$ cat src/rtl/sw_ctrl_pkg.sv
// Stopwatch control shared definitions: FSM state encoding and
// default timing constants (1 Hz tick and 20 ms debounce at 100 MHz).
package sw_ctrl_pkg;

    typedef enum logic [1:0] {
        ST_IDLE  = 2'd0,
        ST_RUN   = 2'd1,
        ST_PAUSE = 2'd2
    } sw_state_t;

    localparam int TICK_DIV_DEF  = 100_000_000;
    localparam int DB_CYCLES_DEF = 2_000_000;

endpackage

$ cat src/rtl/sw_ctrl_debounce.sv
// btn_debounce: 2-FF synchroniser, debounce counter, press pulse.
// Ports: clk, rst (async, active-high), btn_raw (async in),
//        level (debounced level), press (1-cycle pulse on rising level).
module btn_debounce
    import sw_ctrl_pkg::*;
#(
    parameter int DB_CYCLES = DB_CYCLES_DEF
) (
    input  logic clk,
    input  logic rst,
    input  logic btn_raw,
    output logic level,
    output logic press
);

    localparam int CW = (DB_CYCLES > 1) ? $clog2(DB_CYCLES) : 1;
    localparam logic [CW-1:0] CMAX = CW'(DB_CYCLES - 1);

    logic          sync1;
    logic          sync2;
    logic [CW-1:0] cnt;

    always_ff @(posedge clk or posedge rst) begin
        if (rst) begin
            sync1 <= 1'b0;
            sync2 <= 1'b0;
            cnt   <= '0;
            level <= 1'b0;
            press <= 1'b0;
        end else begin
            sync1 <= btn_raw;
            sync2 <= sync1;
            press <= 1'b0;
            if (sync2 == level) begin
                cnt <= '0;
            end else if (cnt == CMAX) begin
                // level has differed for DB_CYCLES samples: accept it
                cnt   <= '0;
                level <= sync2;
                press <= sync2;
            end else begin
                cnt <= cnt + CW'(1);
            end
        end
    end

endmodule

$ cat src/rtl/sw_ctrl.sv
// sw_ctrl: stopwatch front-end (debounce, IDLE/RUN/PAUSE FSM, tick prescaler).
// Ports: clk, rst (async, active-high), btn_start, btn_clr (raw buttons),
//        en (count tick), Clear (clear strobe), run (state == RUN).
// Option SW_CTRL_LAP_EN adds btn_lap (raw) and lap_hold (display freeze).
module sw_ctrl
    import sw_ctrl_pkg::*;
#(
    parameter int TICK_DIV  = TICK_DIV_DEF,
    parameter int DB_CYCLES = DB_CYCLES_DEF
) (
    input  logic clk,
    input  logic rst,
    input  logic btn_start,
    input  logic btn_clr,
`ifdef SW_CTRL_LAP_EN
    input  logic btn_lap,
    output logic lap_hold,
`endif
    output logic en,
    output logic Clear,
    output logic run
);

    localparam int PW = $clog2(TICK_DIV);
    localparam logic [PW-1:0] PMAX = PW'(TICK_DIV - 1);

    sw_state_t     state;
    logic [PW-1:0] presc;
    logic          start_p;
    logic          clr_p;
    logic          unused_start_lvl;
    logic          unused_clr_lvl;

    btn_debounce #(.DB_CYCLES(DB_CYCLES)) u_db_start (
        .clk     (clk),
        .rst     (rst),
        .btn_raw (btn_start),
        .level   (unused_start_lvl),
        .press   (start_p)
    );

    btn_debounce #(.DB_CYCLES(DB_CYCLES)) u_db_clr (
        .clk     (clk),
        .rst     (rst),
        .btn_raw (btn_clr),
        .level   (unused_clr_lvl),
        .press   (clr_p)
    );

    // Prescaler advances on every edge sampled in RUN, including the
    // edge that leaves RUN, and holds in PAUSE.
    always_ff @(posedge clk or posedge rst) begin
        if (rst) begin
            state <= ST_IDLE;
            presc <= '0;
            en    <= 1'b0;
            Clear <= 1'b0;
            run   <= 1'b0;
        end else begin
            en    <= (state == ST_RUN) && (presc == PMAX);
            Clear <= 1'b0;
            unique case (state)
                ST_IDLE: begin
                    presc <= '0;
                    if (clr_p) begin
                        Clear <= 1'b1;
                    end else if (start_p) begin
                        state <= ST_RUN;
                        run   <= 1'b1;
                    end
                end
                ST_RUN: begin
                    presc <= (presc == PMAX) ? '0 : presc + PW'(1);
                    if (start_p) begin
                        state <= ST_PAUSE;
                        run   <= 1'b0;
                    end
                end
                ST_PAUSE: begin
                    if (clr_p) begin
                        state <= ST_IDLE;
                        presc <= '0;
                        Clear <= 1'b1;
                    end else if (start_p) begin
                        state <= ST_RUN;
                        run   <= 1'b1;
                    end
                end
                default: begin
                    state <= ST_IDLE;
                    presc <= '0;
                    run   <= 1'b0;
                end
            endcase
        end
    end

`ifdef SW_CTRL_LAP_EN
    logic lap_p;
    logic unused_lap_lvl;

    btn_debounce #(.DB_CYCLES(DB_CYCLES)) u_db_lap (
        .clk     (clk),
        .rst     (rst),
        .btn_raw (btn_lap),
        .level   (unused_lap_lvl),
        .press   (lap_p)
    );

    // Cleared in IDLE and on the PAUSE->IDLE clear; toggles otherwise.
    always_ff @(posedge clk or posedge rst) begin
        if (rst) begin
            lap_hold <= 1'b0;
        end else if (state == ST_IDLE) begin
            lap_hold <= 1'b0;
        end else if (state == ST_PAUSE && clr_p) begin
            lap_hold <= 1'b0;
        end else if (lap_p) begin
            lap_hold <= ~lap_hold;
        end
    end
`endif

endmodule

$ cat config.mk
export PLATFORM = sky130hd
export DESIGN_NAME = sw_ctrl
export DESIGN_NICKNAME = d
export VERILOG_FILES = /design/src/rtl/sw_ctrl_pkg.sv /design/src/rtl/sw_ctrl_debounce.sv /design/src/rtl/sw_ctrl.sv
export SDC_FILE = /design/constraint.sdc
export NUM_CORES = 1
export LEC_CHECK = 0
export ABC_AREA = 1
export CAP_MARGIN = 20
export CORE_ASPECT_RATIO = 0.5
export CORE_MARGIN = 2
export CORE_UTILIZATION = 60
export DETAILED_ROUTE_END_ITERATION = 10
export PLACE_DENSITY = 0.75
export SLEW_MARGIN = 10
export SYNTH_ARGS = -nofsm -noshare
export SYNTH_HDL_FRONTEND = slang
export SYNTH_SLANG_ARGS = --single-unit
$ cat constraint.sdc
create_clock -name clk -period 5.6 [get_ports clk]
set_input_delay 1.12 -clock clk [delete_from_list [all_inputs] [get_ports clk]]
set_output_delay 1.12 -clock clk [all_outputs]
set_load 0.01 [all_outputs]
After elaboration in Yosys (flattened, before gate mapping)
Cells that the tools add are included.
W data, S select, Z words.
- $add $sub $neg: 3
- multiply operators: 0
- div/mod/pow operators: 0
- magnitude comparators: 0
- equal/unequal tests: 12
- shifts and indexed selects: 0
- muxes and demuxes: 22
- bitwise operators: 2
- reductions and logical operators: 7
- operator list (operator ; number):
    $mux W21 ; 4
    $mux W27 ; 2
    $pmux W27 S2 ; 1
    $add A21 B1 Y21 const B ; 2
    $eq A21 B21 Y1 const B ; 2
    $add A27 B1 Y27 const B ; 1
    $eq A27 B27 Y1 const B ; 1
    $mux W1 ; 9
    $mux W2 ; 4
    $ne A2 B1 Y1 const B ; 3
    $pmux W2 S3 ; 1
    $reduce_and A2 Y1 ; 3
    $ne A2 B2 Y1 const B ; 2
    $reduce_and A3 Y1 ; 1
    $eq A1 B1 Y1 ; 2
    $eq A2 B1 Y1 const B ; 1
    $eq A2 B2 Y1 const B ; 1
    $logic_not A2 Y1 ; 1
    $not A1 Y1 ; 2
    $pmux W1 S2 ; 1
    $reduce_or A2 Y1 ; 1
    $logic_and A1 B1 Y1 ; 1
- register bits after elaboration: 82
- bits in latches: 0
- memory bits (writable): 0
- memory bits (read-only): 0
- bits of input ports: 4
- output and inout bits: 3
- word-level logic and storage cells: 61
- memories: 0

Logic depth before layout (Yosys ltp)
Gate-level depths: netlist (run 1).
- word-level depth: 4
- depth in mapped cells: 11
- gate-level depth less buffers: 10

By module
A second synthesis (run 1) with hierarchy kept.
- cell total of the unflattened synthesis: 632
- area, all modules: 4725.8 um2
- modules (own cells, without submodules) (module ; instances ; cells an instance ; area each (um2) ; sequential area each (um2)):
    btn_debounce ; 2 ; 165 ; 1333.8 ; 625.6
    sw_ctrl ; 1 ; 302 ; 2058.2 ; 800.8

Worst setup path before layout (run 1)
OpenSTA, ideal clock, no wires.
- path kind: flip-flop to output port
- start point: register run
- end point: output port run
- arrival: 385 ps
- data required time: 4480 ps
- slack: 4095 ps
- stages on the path, launching flop included: 1
- buffers on the path: 0
- cells stage by stage: dfrtp_1
- RTL lines (element ; RTL line ; RTL):
    from (decl) ; sw_ctrl.sv:21 ; output logic run
    from (signal assigned) ; sw_ctrl.sv:58 ; run <= 1'b0;
    from (signal assigned) ; sw_ctrl.sv:69 ; run <= 1'b1;
    from (signal assigned) ; sw_ctrl.sv:76 ; run <= 1'b0;
No word-level cell between the ends.

Worst setup path in the final report (run 1)
- start point: register run
- end point: output port run
No word-level cell between the ends.

==> flow_summary.toml, run 1 <==
[global_route]
grt_pass1_wl_mm = 17.0
globalRouteTotalUtil_pct = 26.2
antenna_found_initial = 0
grt_pass1_vias = 3709
grt_max_degree = 47
grt_overflow = 0

[pwr]
pwr-share-clk_pct = 53.5
comb_power_share_pct = 2.0
ir_drop_mv = 0.204
swShare_pct = 19.0
power_density_mw_per_mm2 = 265
p_int_w = 0.00110
pwr-share-seq_pct = 44.5
p_leak_nw = 2.28
p_sw_w = 0.000257

[routing]
vias = 3974
antenna_left = 0
drc = 0
wl_mm = 9.81
via_per_inst = 5.32
wl_per_cell_um = 13.1
drtIter0Drc = 237
dr.pass1.iters = 5

[logic_synthesis]
yosys.area_share.simple_pct = 37.0
yosys.area_share.xor_xnor_pct = 5.35
synth_mux_area_share_pct = 0
syn_inst = 632
syn_area_per_cell_um2 = 7.26
synthAdderAreaFrac_pct = 0.818
syn_nets = 639
ys_seq_area_share_pct = 44.7
netlist_area_mm2 = 0.00459
synth_edf_count = 0
synth_ff_type = "dfrtp_1"
yosysTopAreaCell = "dfrtp_1"
synth_seq_cells = 82
synthTopCellsByCount = "171 x nand2_1, 120 x nor2_1, 82 x dfrtp_1, 79 x inv_1, 46 x nand3_1"
synth_top_family_by_area = "simple AND/OR/NAND/NOR gates"
yosysMostFrequentCell = "nand2_1"
synth_top_area_share_pct = 44.7
synth_compound_area_share_pct = 4.61
synth_area_leaders = "dfrtp_1 45%, nand2_1 14%, nor2_1 9.8%"
async_reset_ff_share_pct = 100
yosys_warnings = 0
yosysUniqueCellTypes = 31

[setup_path]
worst_setup_path_end_kind = "output pin"
critPathMaxFanout = 2
path_cells = "clkdlybuf4s50_1"
cp-start-kind = "flip-flop"
critical_path.max_stage_delay_ns = 0.54
required_ns = 4.48
path_class = "flip-flop to output pin"
cp_slowest_cell = "clkdlybuf4s50_1"
critPathTopFamily = "buffers and inverters"
cp.arrival_ns = 1.22
path_buf_inv = 1

[finish]
syn2layout_area_growth_pct = 11.5
drive_above_1_share_pct = 6.45
fin_nets = 653
multi_input_area_mm2 = 0.00219
regArea_mm2 = 0.00205
fin_cells = 747
antenna_cells = 0
fillers = 631

[floorplan]
fp.coreArea_mm2 = 0.00738
io_pins = 7
row_count = 22
die_w_um = 128
start_util_pct = 62.2
dieArea_mm2 = 0.00840
fp.dieH_um = 65.8

[sta]
fmax_mhz = 427
maxSlewViolCount = 0
fin_crit_sh_pct = 41.9
finalCriticalPeriod_ns = 2.34
relSlewSlack_pct = 46.7
setup_viol = 0
skew_ns = 0.00633
hold_viol = 0
fin_tns_setup_ns = 0
worst_slew_pin_slew_ns = 0.798
hold_slack_ns = 0.348
rsz0062_at_grt = "false"

[clock_tree]
cts.sinks = 82
post-cts-setup-buffer-count = 0
cts_hold_buf = 0
numCtsBuffers = 9
clockRootBuffer = "clkbuf_16"
ctsHtreeMaxLevel = 3
cts_resized = 0
clock_path_buffers = 2
cts_tree = "done"
cts.clk_slew.worst_paths_ns = 0.06
clock_latency_ns = 0.34

[hold_path]
min-delay-path-class = "flip-flop to flip-flop"

[place]
placedCellCount = 731
port_buffers = 6
dp_hpwl_mm = 6.90
place_congestion = 0.890

[flow_run]
drv_cap = 0

[status]
status = "finished clean"
per-stage QoR:
step                      util, %  cell area (µm²)  power, W  worst slack [ns]
after floorplan                 -             4590  0.000631              2.37
after global placement       64.3             4740  0.000640              3.01
after detailed placement     64.3             4740  0.000641              2.98
after CTS                    69.3             5110   0.00136              3.24
after global routing         69.3             5110   0.00140              3.20
final                        69.3             5110   0.00135              3.26
placed cells by master, fill, tap and decap left out:
cell type,Yosys,layout
nand2_1,171,171
nor2_1,120,120
dfrtp_1,82,82
inv_1,79,78
nand3_1,46,46
xor2_1,26,26
nand4_1,21,21
o21ai_0,14,14
nor3_1,12,12
a21oi_1,12,12
nor2_2,11,11
clkbuf_16,0,9
o22ai_1,6,6
clkdlybuf4s50_1,0,6
nand2_2,4,4
nand3_2,4,4
bufinv_16,0,4
o21bai_1,3,3
ha_1,3,3
xnor2_1,2,2
a31oi_1,2,2
clkinv_2,0,2
nand2_4,1,1
clkinv_4,1,1
o21ai_2,1,1
or2_2,1,1
nor3_2,1,1
inv_2,1,1
nor3b_1,1,1
nand3b_1,1,1
clkinv_1,1,1
and2_1,1,1
clkbuf_1,0,1
clkbuf_8,0,1
buf_4,2,1
cells by family (layout without fill, tap and decap cells):
kind of cell,count (synthesis),in the layout
xor gates and xnor gates,28,28
adders and majority gates,3,3
and+or+nand+nor,395,395
buffers and inverters,86,105
DFF,82,82
AOI/OAI and AO/OA,38,38
layer usage:
| metal | wire (µm) | vias up | part of all wire, % | global-route usage [%] |
|---|---|---|---|---|
| li1 | - | 2022 | - | - |
| met1 | 4480 | 1835 | 46 | 33.4 |
| met2 | 4630 | 98 | 47 | 43.4 |
| met3 | 509 | 19 | 5.2 | 6.96 |
| met4 | 189 | 0 | 1.9 | 9.89 |
| met5 | 0 | - | 0 | 0 |
path summary, 6_finish.rpt:
kind | from | endpoint | slack (ns) | cells past startpoint
worst min-delay path | u_db_clr.sync1 | u_db_clr.sync2 | 0.35 | 0
worst max register to register | presc[0] | presc[19] | 3.69 | 10
min in group asynchronous | rst | u_db_clr.cnt[2] | 1.23 | 2
worst max-delay path | run | run | 3.26 | 1
worst min register to register | u_db_clr.sync1 | u_db_clr.sync2 | 0.35 | 0
max in group asynchronous | rst | u_db_clr.cnt[17] | 3.45 | 3
flip-flops by register name (all words and copies together), names as in the netlist:
name and count:
Clear 1, en 1, presc 27, run 1, state 2, u_db_clr.cnt 21
u_db_clr.level 1, u_db_clr.press 1, u_db_clr.sync1 1, u_db_clr.sync2 1, u_db_start.cnt 21, u_db_start.level 1
u_db_start.press 1, u_db_start.sync1 1, u_db_start.sync2 1
power groups by stage:
stage | Clock, W | Sequential, W | Combinational, W
finish | 0.000724 | 0.000602 | 0.0000272
global route | 0.000764 | 0.000602 | 0.0000331
CTS | 0.000733 | 0.000602 | 0.0000285
detailed placement | 0 | 0.000612 | 0.0000286
global placement | 0 | 0.000612 | 0.0000280
floorplan | 0 | 0.000611 | 0.0000192
cell type report:
cell class	instances	area share [%]
inverter	82	6.14
clock inverter	5	2.45
multi-input combinational	464	42.9
tap	96	2.35
sequential	82	40.1
timing repair buffer	7	1.32
clock buffer	11	4.75
worst reg2reg max path, stage by stage, from the launching register on:
cell	delay [ns]
dfrtp_1	0.41
ha_1	0.24
nand2_1	0.11
nor2_2	0.06
nand2_4	0.11
clkinv_4	0.06
nand2_2	0.09
nor2_2	0.04
nor2_2	0.49
nand3_1	0.16
nand2_1	0.09
(Power assumes the default switching activity.)
==> run 2: changes to the inputs <==
CORE_UTILIZATION = 57   (was 60)
clock period = 2.1 ns   (was 5.6 ns; I/O delays follow)
==> run 2 against run 1 <==
  * Register-to-register slack worse by 3.4 ns
  * First-iteration DRC count is 11% higher
  * Critical path depth is 10 higher
  * Largest power group unchanged
  * Highest routed layer unchanged
==> flow_summary.toml, run 2 (synthesis gave the netlist of run 1 again) <==
[status]
status = "finished clean"

[routing]
drc = 0
vias = 3939
dr.pass1.iters = 4
drtIter0Drc = 262
antenna_left = 0
wl_mm = 9.68
wl_per_cell_um = 12.6
via_per_inst = 5.13

[clock_tree]
clock_latency_ns = 0.34
cts_resized = 0
clock_path_buffers = 2
numCtsBuffers = 9
clockRootBuffer = "clkbuf_16"
cts_tree = "done"
cts.clk_slew.worst_paths_ns = 0.06
cts_hold_buf = 0
cts.sinks = 82
ctsHtreeMaxLevel = 3
post-cts-setup-buffer-count = 0

[floorplan]
io_pins = 7
die_w_um = 131
start_util_pct = 58.0
dieArea_mm2 = 0.00882
fp.coreArea_mm2 = 0.00791
fp.dieH_um = 67.4
row_count = 23

[finish]
largestRegisters = "presc: 27 flops, u_db_clr.cnt: 21 flops, u_db_start.cnt: 21 flops"
fin_nets = 658
largest_reg_flops = 27
final_common_cell = "nand2_1"
antenna_cells = 0
final_cell_mix = "171 x nand2_1, 120 x nor2_1, 82 x dfrtp_1"
drive_above_1_share_pct = 7.16
fillers = 696
regMostFlops = "presc"
fin_area_mm2 = 0.00516
syn2layout_area_growth_pct = 12.5

[sta]
hold_viol = 0
rsz0062_at_grt = "false"
skew_ns = 0.00761
setup_viol = 0
maxSlewViolCount = 0
finalCriticalPeriod_ns = 1.80
fin_crit_sh_pct = 85.5
fin_tns_setup_ns = 0
fmax_mhz = 557
worst_slew_pin_slew_ns = 0.412
relSlewSlack_pct = 72.5

[place]
place_area_mm2 = 0.00483
port_buffers = 6
dp_hpwl_mm = 7.01
place_congestion = 0.913

[setup_path]
cp-start-kind = "flip-flop"
cp.arrival_ns = 2.08
path_class = "flip-flop to flip-flop"
critPathMaxFanout = 8
worst_setup_path_end_kind = "flip-flop"
required_ns = 2.38

[global_route]
grt_pass1_vias = 3636
antenna_found_initial = 0
grt_overflow = 0
grt_max_degree = 83
grt_pass1_wl_mm = 16.4
globalRouteTotalUtil_pct = 24.3

[pwr]
p_leak_nw = 2.29
ir_drop_mv = 0.370
power_density_mw_per_mm2 = 662

[hold_path]
min-delay-path-class = "flip-flop to flip-flop"

[flow_run]
drv_cap = 0
## run 2: changes by cell type in the layout (fill, tap and decap cells not counted), sizes merged
cell      change
buf           +5
bufinv        -2
clkbuf        +1
clkinvlp      +1
## run 2: worst max-delay path, cell delays in order (launching register included)
cell and delay [ns]:
dfrtp_1 0.41, ha_1 0.23, nand2_1 0.10, nor2_2 0.06, nand2_4 0.11, clkinv_4 0.06, nand2_2 0.08, nor2_2 0.04
nor2_2 0.30, buf_4 0.22, nand3_1 0.07, nand2_1 0.06
## run 2: power breakdown
part	internal (W)	total (W)	leakage (nW)	switching (W)
combinational	0.0000204	0.0000760	0.995	0.0000555
sequential	0.00159	0.00160	1.13	0.0000109
clock	0.00111	0.00173	0.163	0.000627
total	0.00272	0.00341	2.29	0.000694
## run 2: path summary, 6_finish.rpt
kind	start	to	slack, ns	cells past startpoint
setup / recovery	presc[0]	presc[15]	0.30	11
hold / removal	u_db_clr.sync1	u_db_clr.sync2	0.34	0
setup reg to reg	presc[0]	presc[15]	0.30	11
hold reg to reg	u_db_clr.sync1	u_db_clr.sync2	0.34	0
max in group asynchronous	rst	en	1.25	3
min in group asynchronous	rst	u_db_start.cnt[17]	0.55	3
## run 2: stage by stage
stage	setup slack [ns]	cells	total power (W)	util (%)	hold slack [ns]
floorplan	0.635	632	0.00168	-	0.331
global placement	0.367	752	0.00171	61.0	0.332
detailed placement	0.325	752	0.00171	61.0	0.340
CTS	0.303	768	0.00345	65.2	0.348
global route	0.178	768	0.00353	65.2	0.358
finish	0.304	768	0.00341	65.2	0.343
## run 2: metal layers
metal / share of wire [%] / global-route usage, % / vias up
met1: 48 / 30.8 / 1840
met3: 3.7 / 6.66 / 11
met4: 1.2 / 7.58 / 0
li1: - / - / 2039
met2: 47 / 41.1 / 49
met5: 0 / 0 / -
## run 2: final cells by class
cell class	count	area (µm²)	share of cell area (%)
clock inverters	4	73.8	1.43
flip-flops and latches	82	2050	39.8
multi-input cells	464	2190	42.5
well taps	112	140	2.72
clock buffers	12	256	4.97
inverters	82	317	6.13
repair buffers	12	130	2.52
